==> src/rtl/semi_cmd_filter.sv <==
// semi_cmd_filter: synchronises/debounces buttons and line detectors, holds a one-hot command until acked
module semi_cmd_filter #(
    parameter int         DB_CYCLES  = 1000000,
    parameter int         DET_CYCLES = 100000,
    parameter logic [3:0] DET_RST    = 4'b0110
) (
    input  logic       sys_clk,
    input  logic       rst,
    input  logic       power,
    input  logic       btn_left,
    input  logic       btn_right,
    input  logic       btn_straight,
    input  logic       btn_back,
    input  logic [3:0] detector_raw,
    input  logic       cmd_ack,
    output logic       turn_left,
    output logic       turn_right,
    output logic       go_straight,
    output logic       go_back,
    output logic       cmd_valid,
    output logic [3:0] detector,
    output logic       crossroad
);
    typedef enum logic [1:0] {IDLE, HOLD, RELEASE} state_t;
    localparam logic [7:0] RST_VEC = {DET_RST, 4'b0000};
    state_t     state, state_d;
    logic [7:0] raw, stable;
    logic [3:0] btn_prev, press, cmd, cmd_d;
    // bit order: [3:0] buttons {back,left,right,straight} (descending priority), [7:4] detectors
    assign raw = {detector_raw, btn_back, btn_left, btn_right, btn_straight};
    for (genvar i = 0; i < 8; i++) begin : g_in
        localparam int            WINDOW = i < 4 ? DB_CYCLES : DET_CYCLES;
        localparam int            CW     = $clog2(WINDOW);
        localparam logic [CW-1:0] LAST   = CW'(WINDOW - 1);
        logic [1:0]    sync;
        logic [CW-1:0] cnt;
        logic          st;
        always_ff @(posedge sys_clk or posedge rst) begin
            if (rst) begin
                sync <= {2{RST_VEC[i]}};
                st   <= RST_VEC[i];
                cnt  <= '0;
            end else begin
                sync <= {sync[0], raw[i]};
                if (sync[1] == st) cnt <= '0;
                else if (cnt == LAST) begin
                    st  <= sync[1];
                    cnt <= '0;
                end else cnt <= cnt + 1'b1;
            end
        end
        assign stable[i] = st;
    end
    assign press = stable[3:0] & ~btn_prev;
    always_comb begin
        state_d = state;
        cmd_d   = cmd;
        if (!power) begin
            state_d = IDLE;
            cmd_d   = '0;
        end else begin
            case (state)
                IDLE: if (press != 4'b0000) begin
                    state_d = HOLD;
                    cmd_d   = press[3] ? 4'b1000 : press[2] ? 4'b0100 : press[1] ? 4'b0010 : 4'b0001;
                end
                HOLD: if (cmd_ack) begin
                    state_d = RELEASE;
                    cmd_d   = '0;
                end
                RELEASE: state_d = stable[3:0] == 4'b0000 ? IDLE : RELEASE;
                default: begin
                    state_d = IDLE;
                    cmd_d   = '0;
                end
            endcase
        end
    end
    always_ff @(posedge sys_clk or posedge rst) begin
        if (rst) begin
            state     <= IDLE;
            cmd       <= '0;
            btn_prev  <= '0;
            crossroad <= 1'b0;
        end else begin
            state     <= state_d;
            cmd       <= cmd_d;
            btn_prev  <= stable[3:0];
            crossroad <= stable[4] | ~stable[5] | ~stable[6];
        end
    end
    assign detector    = stable[7:4];
    assign go_back     = cmd[3];
    assign turn_left   = cmd[2];
    assign turn_right  = cmd[1];
    assign go_straight = cmd[0];
    assign cmd_valid   = |cmd;
endmodule

==> config.mk <==
export PLATFORM = sky130hd
export DESIGN_NAME = semi_cmd_filter
export DESIGN_NICKNAME = d
export VERILOG_FILES = /design/src/rtl/semi_cmd_filter.sv
export SDC_FILE = /design/constraint.sdc
export NUM_CORES = 1
export LEC_CHECK = 0
export ABC_AREA = 0
export CORE_MARGIN = 2
export CORE_UTILIZATION = 55
export CTS_BUF_LIST = sky130_fd_sc_hd__clkbuf_4 sky130_fd_sc_hd__clkbuf_8
export DETAILED_ROUTE_END_ITERATION = 6
export GPL_TIMING_DRIVEN = 0
export PLACE_DENSITY = 0.72
export SYNTH_ARGS = -nofsm -noshare
export SYNTH_HDL_FRONTEND = slang
export SYNTH_SLANG_ARGS = --single-unit
==> constraint.sdc <==
create_clock -name sys_clk -period 14.95 [get_ports sys_clk]
set_clock_uncertainty 0.15 [all_clocks]
set_input_delay 4.485 -clock sys_clk [delete_from_list [all_inputs] [get_ports sys_clk]]
set_output_delay 4.485 -clock sys_clk [all_outputs]
set_load 0.02 [all_outputs]
== Word level (Yosys, flattened, before mapping) ==
Cells that the tools add are included.

* Flip-flop bits (word level): 183
* Output and inout bits: 10
* Word-level logic and storage cells: 113

* Add/sub/neg operators: 8
* Equal/unequal tests: 21
* Mux-type cells: 28
* Bitwise logic cells: 14
* Reduce and logical (&&, ||, !) cells: 14

{| class="wikitable"
|+ Operators with widths
! operator !! number
|-
| 20-bit two-way mux || 8
|-
| 17-bit two-way mux || 8
|-
| 20-bit by 1-bit adder with 20-bit output (second input constant) || 4
|-
| 20-bit equality test (second input constant) || 4
|-
| 17-bit by 1-bit adder with 17-bit output (second input constant) || 4
|-
| 17-bit equality test (second input constant) || 4
|-
| 2-bit AND reduction || 9
|-
| 4-bit two-way mux || 4
|-
| 4-bit one-hot mux with 3 select lines || 1
|-
| 2-bit two-way mux || 5
|-
| 1-bit inverter || 10
|-
| 1-bit equality test || 8
|-
| 3-bit inequality test (second input constant) || 2
|-
| 2-bit one-hot mux with 3 select lines || 1
|-
| 4-bit AND || 1
|-
| 4-bit zero test || 1
|-
| 4-bit inverter || 1
|-
| 4-bit nonzero test || 1
|-
| 4-bit OR reduction || 1
|-
| 3-bit two-way mux || 1
|-
| 3-bit AND reduction || 1
|-
| 2-bit by 1-bit equality test with 1-bit output (second input constant) || 1
|-
| 2-bit equality test (second input constant) || 1
|-
| 2-bit zero test || 1
|-
| 2 further kinds || 3
|}

== Depth between registers and ports, before layout ==
* Word-level depth: 8
* Mapped depth: 7
* Gate-level depth less buffers: 5

== Worst setup path before layout ==
OpenSTA, ideal clock, no wires.

* Path type: input -> register
* From: input port power
* To: register cmd[0]
* Arrival time: 5.764 ns
* Data required time: 14.675 ns
* Path slack: 8.912 ns
* Stages: 4
* Buffers on the path: 0
* Path through: nor3b_1 nand3_1 o32ai_1 mux2_2

* Longest elaborated chain between the ends: 2
* Elaborated cells on any way between the ends: 5
* Classes of those cells: 3 x eq/ne; 1 x mux; 1 x reduce/logical

{| class="wikitable"
|+ Ends and longest elaborated chain
! item !! line !! RTL
|-
| start: declaration || 9 || <nowiki>input logic power,</nowiki>
|-
| 3-bit inequality test (no line) or 2-bit inequality test (tied branches) || -- ||
|-
| 3-bit AND reduction (no line) || -- ||
|-
| end signal: assignment || 87 || <nowiki>cmd <= cmd_d;</nowiki>
|-
| end: declaration || 28 || <nowiki>logic [3:0] btn_prev, press, cmd, cmd_d;</nowiki>
|}

Several ways; a longest one is shown, not always the timed one.
A chain may end at the register's enable or synchronous reset.

== Worst setup path after layout ==
* From: register cmd[1]
* To: output port cmd_valid

* Longest elaborated chain between the ends: 1

{| class="wikitable"
|+ Ends and longest elaborated chain
! item !! line !! RTL
|-
| 4-bit OR reduction || 97 || <nowiki>assign cmd_valid = |cmd;</nowiki>
|-
| end: declaration || 20 || <nowiki>output logic cmd_valid,</nowiki>
|}

Every way passes these cells.

==> impl_summary.md <==
Outcome
The flow ran to the end, and the final reports show no timing, DRC or antenna violations.

Drt
Summed over all layers, the routed wires come to 15.3 mm. The first detailed-routing pass ran for 5 iterations. Dividing the detail-routed via count by the number of cells gives 5.59. The via count of the routed design is 6,190. After detailed routing, the average wire length per cell comes to 13.8 um. The post-route DRC violation count is 0. The number of violations reported at the end of detailed-routing iteration 0 is 420. The number of antenna-violating nets in the routed design is 0.

Logic synthesis
The synthesized design contains 183 register bits. The synthesized-area fraction occupied by ao, oa, aoi and oai cells is 0.0502. Of the total synthesized cell area, the portion taken by XOR and XNOR cells is 0.116. The post-synthesis mux area share is 0.0118.

After synthesis the cells add up to 8620 um2. After synthesis, the netlist uses 50 different library cells. The primary flip-flop cell chosen by synthesis mapping is sky130_fd_sc_hd__dfrtp_1.

Of the total synthesized cell area, the portion taken by AND, OR, NAND and NOR gates is 0.255. Synthesis produced a netlist with a net count of 862. For this run, asynchronously set or reset flops after synthesis account for 1.00. The adder-cell share of the synthesized area is 0.0116. The count of mapped cells out of synthesis is 842. The share of synthesized area occupied by flip-flops and latches is 0.532. A synthesized cell averages 10.2 um2. Counting flops with a built-in enable in the synthesized netlist gives 0. After synthesis, the largest family of logic cells by area is simple AND/OR/NAND/NOR gates.

The number of warnings reported in the yosys synthesis log is 0.

Timing
The worst hold slack is 0.199 ns. The relative slew slack is 0.406. The clock period minus worst slack is 6.58 ns.

The count of pins over their slew limit is 0. The setup total negative slack is 0 ns. Setup repair after global routing left no endpoint under its margin.

The highest clock rate is 0.152 GHz. The final number of hold-violating endpoints is 0. In the post-route analysis, the smallest setup slack over all paths is 8.37 ns. The final-report setup violation count is 0. At the pin with the least slew margin, the transition time is 0.881 ns. The final worst-path cycle share is 0.440.

Global routing
The maximum number of pins on one net before global-route repair is 103. The first global-routing pass estimated 27.0 mm of wire. The via count of the first global-routing pass was 6,070.

The number of antenna violations at the first check in global routing was 0. The total global routing overflow is 0. Across every metal layer, demand over resource in global routing totals 0.198.

Hold path
In this run the most critical hold path is launched from g_in[0].sync[0]. For hold timing, the worst endpoint is g_in[0].sync[1]. The worst hold path was traced through 0 stages.

The class of the tightest hold or removal check is reg2reg.

Power
The analysis attributes to cell leakage a power of 0.00382 uW. The power per standard cell area is 93.3 nW/um2. The internal portion of the total power is 680 uW. Summed over all nets, the switching power comes to 210 uW.

The clock share of power is 0.382. Across the VDD grid, the largest voltage drop is 73.6 uV. Of the total power, registers draw 0.573. The part of the total power dissipated in combinational logic is 0.045. The switching power share of the total is 0.236.

Floorplanning
For this configuration, the core starts out at a cell density of 0.565. The number of placement rows is 45. Measured along the x axis, the die boundary spans 129 um. In this run the standard cell core region covers 15,300 um2. The vertical die dimension is 129 um. The count of boundary I/O pins is 22.

The die outline area is 16,700 um2.

Clocking
After clock tree synthesis, the clock-pin slew on the worst setup and hold paths is 0.10 ns. The deepest clock path buffer count is 2. The post-CTS resize count is 0. The CTS tree is built.

The clock reaches the later pin of the worst-skew pair after 0.46 ns. The H-tree depth is 4. The number of hold buffers added after CTS was 0. CTS placed an instance of sky130_fd_sc_hd__clkbuf_8 at the clock tree root. The number of clock sinks is 183. The post-CTS repair timing setup buffer count is 0. The number of clock buffers added by TritonCTS is 17.

Final layout
The fraction of final layout cells sized beyond drive strength 1 is 0.0871. The number of nets in the layout is 903. In the layout the commonest cells are sky130_fd_sc_hd__dfrtp_1 (177), sky130_fd_sc_hd__nor2_1 (136), sky130_fd_sc_hd__xnor2_1 (60). The most common library cell in the layout ignoring fill and taps is sky130_fd_sc_hd__dfrtp_1. The synthesis-to-layout area growth is 10.7%. The post-layout instance count excluding filler cells is 1,107. The count of antenna diodes in the layout is 0. After routing the design area is 9540 um2.

Placed design
The post-place instance area is 9130 um2. Port buffering added 21 buffers. The global placement routability congestion is 0.881. In this run, placement finished with an instance count of 1,075. Detailed placement finished with a half-perimeter wire length of 10.4 mm.

The placement-stage worst setup slack is 8.13 ns.

Setup path
In this run the worst path has a maximum fanout of 3. The worst setup path is of the reg2out kind. The startpoint identified for the worst register-to-register timing path is g_in[4].cnt[0]. The launching element type of the critical path is a flip-flop. For the worst flop-to-flop path, the logic depth is 7. Data on the critical path arrives at its endpoint at 1.94 ns. The capture instance of the worst register-to-register path is g_in[4].cnt[10]. The worst register-to-register path has a setup slack of 12.46 ns. Data on the critical path is required at its endpoint by 10.32 ns. The capturing element type of the critical path is an output port.

Flow run
The reported max-cap violation count is 0.
cells in the mapped netlist (8+ instances only):
library cell	number	area share
sky130_fd_sc_hd__a21oi_1	27	0.016
sky130_fd_sc_hd__and4_1	15	0.015
sky130_fd_sc_hd__clkbuf_1	12	0.0052
sky130_fd_sc_hd__dfrtp_1	177	0.51
sky130_fd_sc_hd__ha_1	8	0.012
sky130_fd_sc_hd__inv_1	21	0.0091
sky130_fd_sc_hd__mux2_2	9	0.012
sky130_fd_sc_hd__nand2_1	58	0.025
sky130_fd_sc_hd__nand3_1	46	0.027
sky130_fd_sc_hd__nand4_1	40	0.029
sky130_fd_sc_hd__nor2_1	136	0.059
sky130_fd_sc_hd__nor3_1	22	0.013
sky130_fd_sc_hd__nor4_1	21	0.015
sky130_fd_sc_hd__o21ai_0	8	0.0046
sky130_fd_sc_hd__o31ai_1	10	0.0087
sky130_fd_sc_hd__or4_1	18	0.016
sky130_fd_sc_hd__xnor2_1	60	0.061
sky130_fd_sc_hd__xor2_1	54	0.055
worst max-delay path: stages (launching register included):
cell,delay [ns]
sky130_fd_sc_hd__dfrtp_1,0.40
sky130_fd_sc_hd__or4_1,0.53
sky130_fd_sc_hd__clkdlybuf4s50_1,0.55
stage by stage:
stage           util  power (uW)
6_report       0.625         890
5_1_grt        0.625         928
4_1_cts        0.625         901
3_5_place_dp   0.598         561
3_3_place_gp   0.596         558
2_1_floorplan      -         546
area by class of cell:
class,count,area [um2]
plain buffers,24,128
clock buffers,20,269
clock inverters,12,140
fillers,1254,5720
inverters,21,86.3
multi-input cells,614,3830
flip-flops and latches,183,4590
well taps,211,264
repair buffers,22,238
power groups by stage:
stage	combinational (uW)	sequential, uW	clock, uW
floorplan	26.8	519	0
global placement	38.6	519	0
detailed placement	40.9	520	0
CTS	41.3	510	350
global route	46.3	512	370
finish	40.0	510	339
cell families (layout without fill, tap and decap cells):
family / after synthesis / after routing
simple gates: 416 / 416
flops: 183 / 183
xor+xnor: 114 / 114
compound gates: 67 / 67
buf+inv: 45 / 99
mux: 9 / 9
fa+ha+maj: 8 / 8
layer usage:
layer / wire, um / up-vias / GRT usage
met5: 0 / - / 0
met4: 198 / 0 / 0.0703
met3: 454 / 17 / 0.0467
met2: 7580 / 88 / 0.330
met1: 7030 / 3044 / 0.257
li1: - / 3041 / -
flip-flops by register name (all words and copies together), names as in the netlist:
register   count
g_in.st        8
crossroad      1
state          2
g_in.cnt     148
cmd            4
g_in.sync     16
btn_prev       4
worst max-delay path by stage:
stage          startpoint              end  slack, ns  cells after the start
2_1_floorplan         rst      btn_prev[0]       5.35                      1
3_3_place_gp          rst  g_in[1].cnt[18]       3.27                      2
3_5_place_dp        power           cmd[0]       8.13                      5
4_1_cts            cmd[1]        cmd_valid       8.33                      2
5_1_grt            cmd[1]        cmd_valid       8.31                      2
6_report           cmd[1]        cmd_valid       8.37                      2
Note: power is estimated with default switching activity, not from simulation.
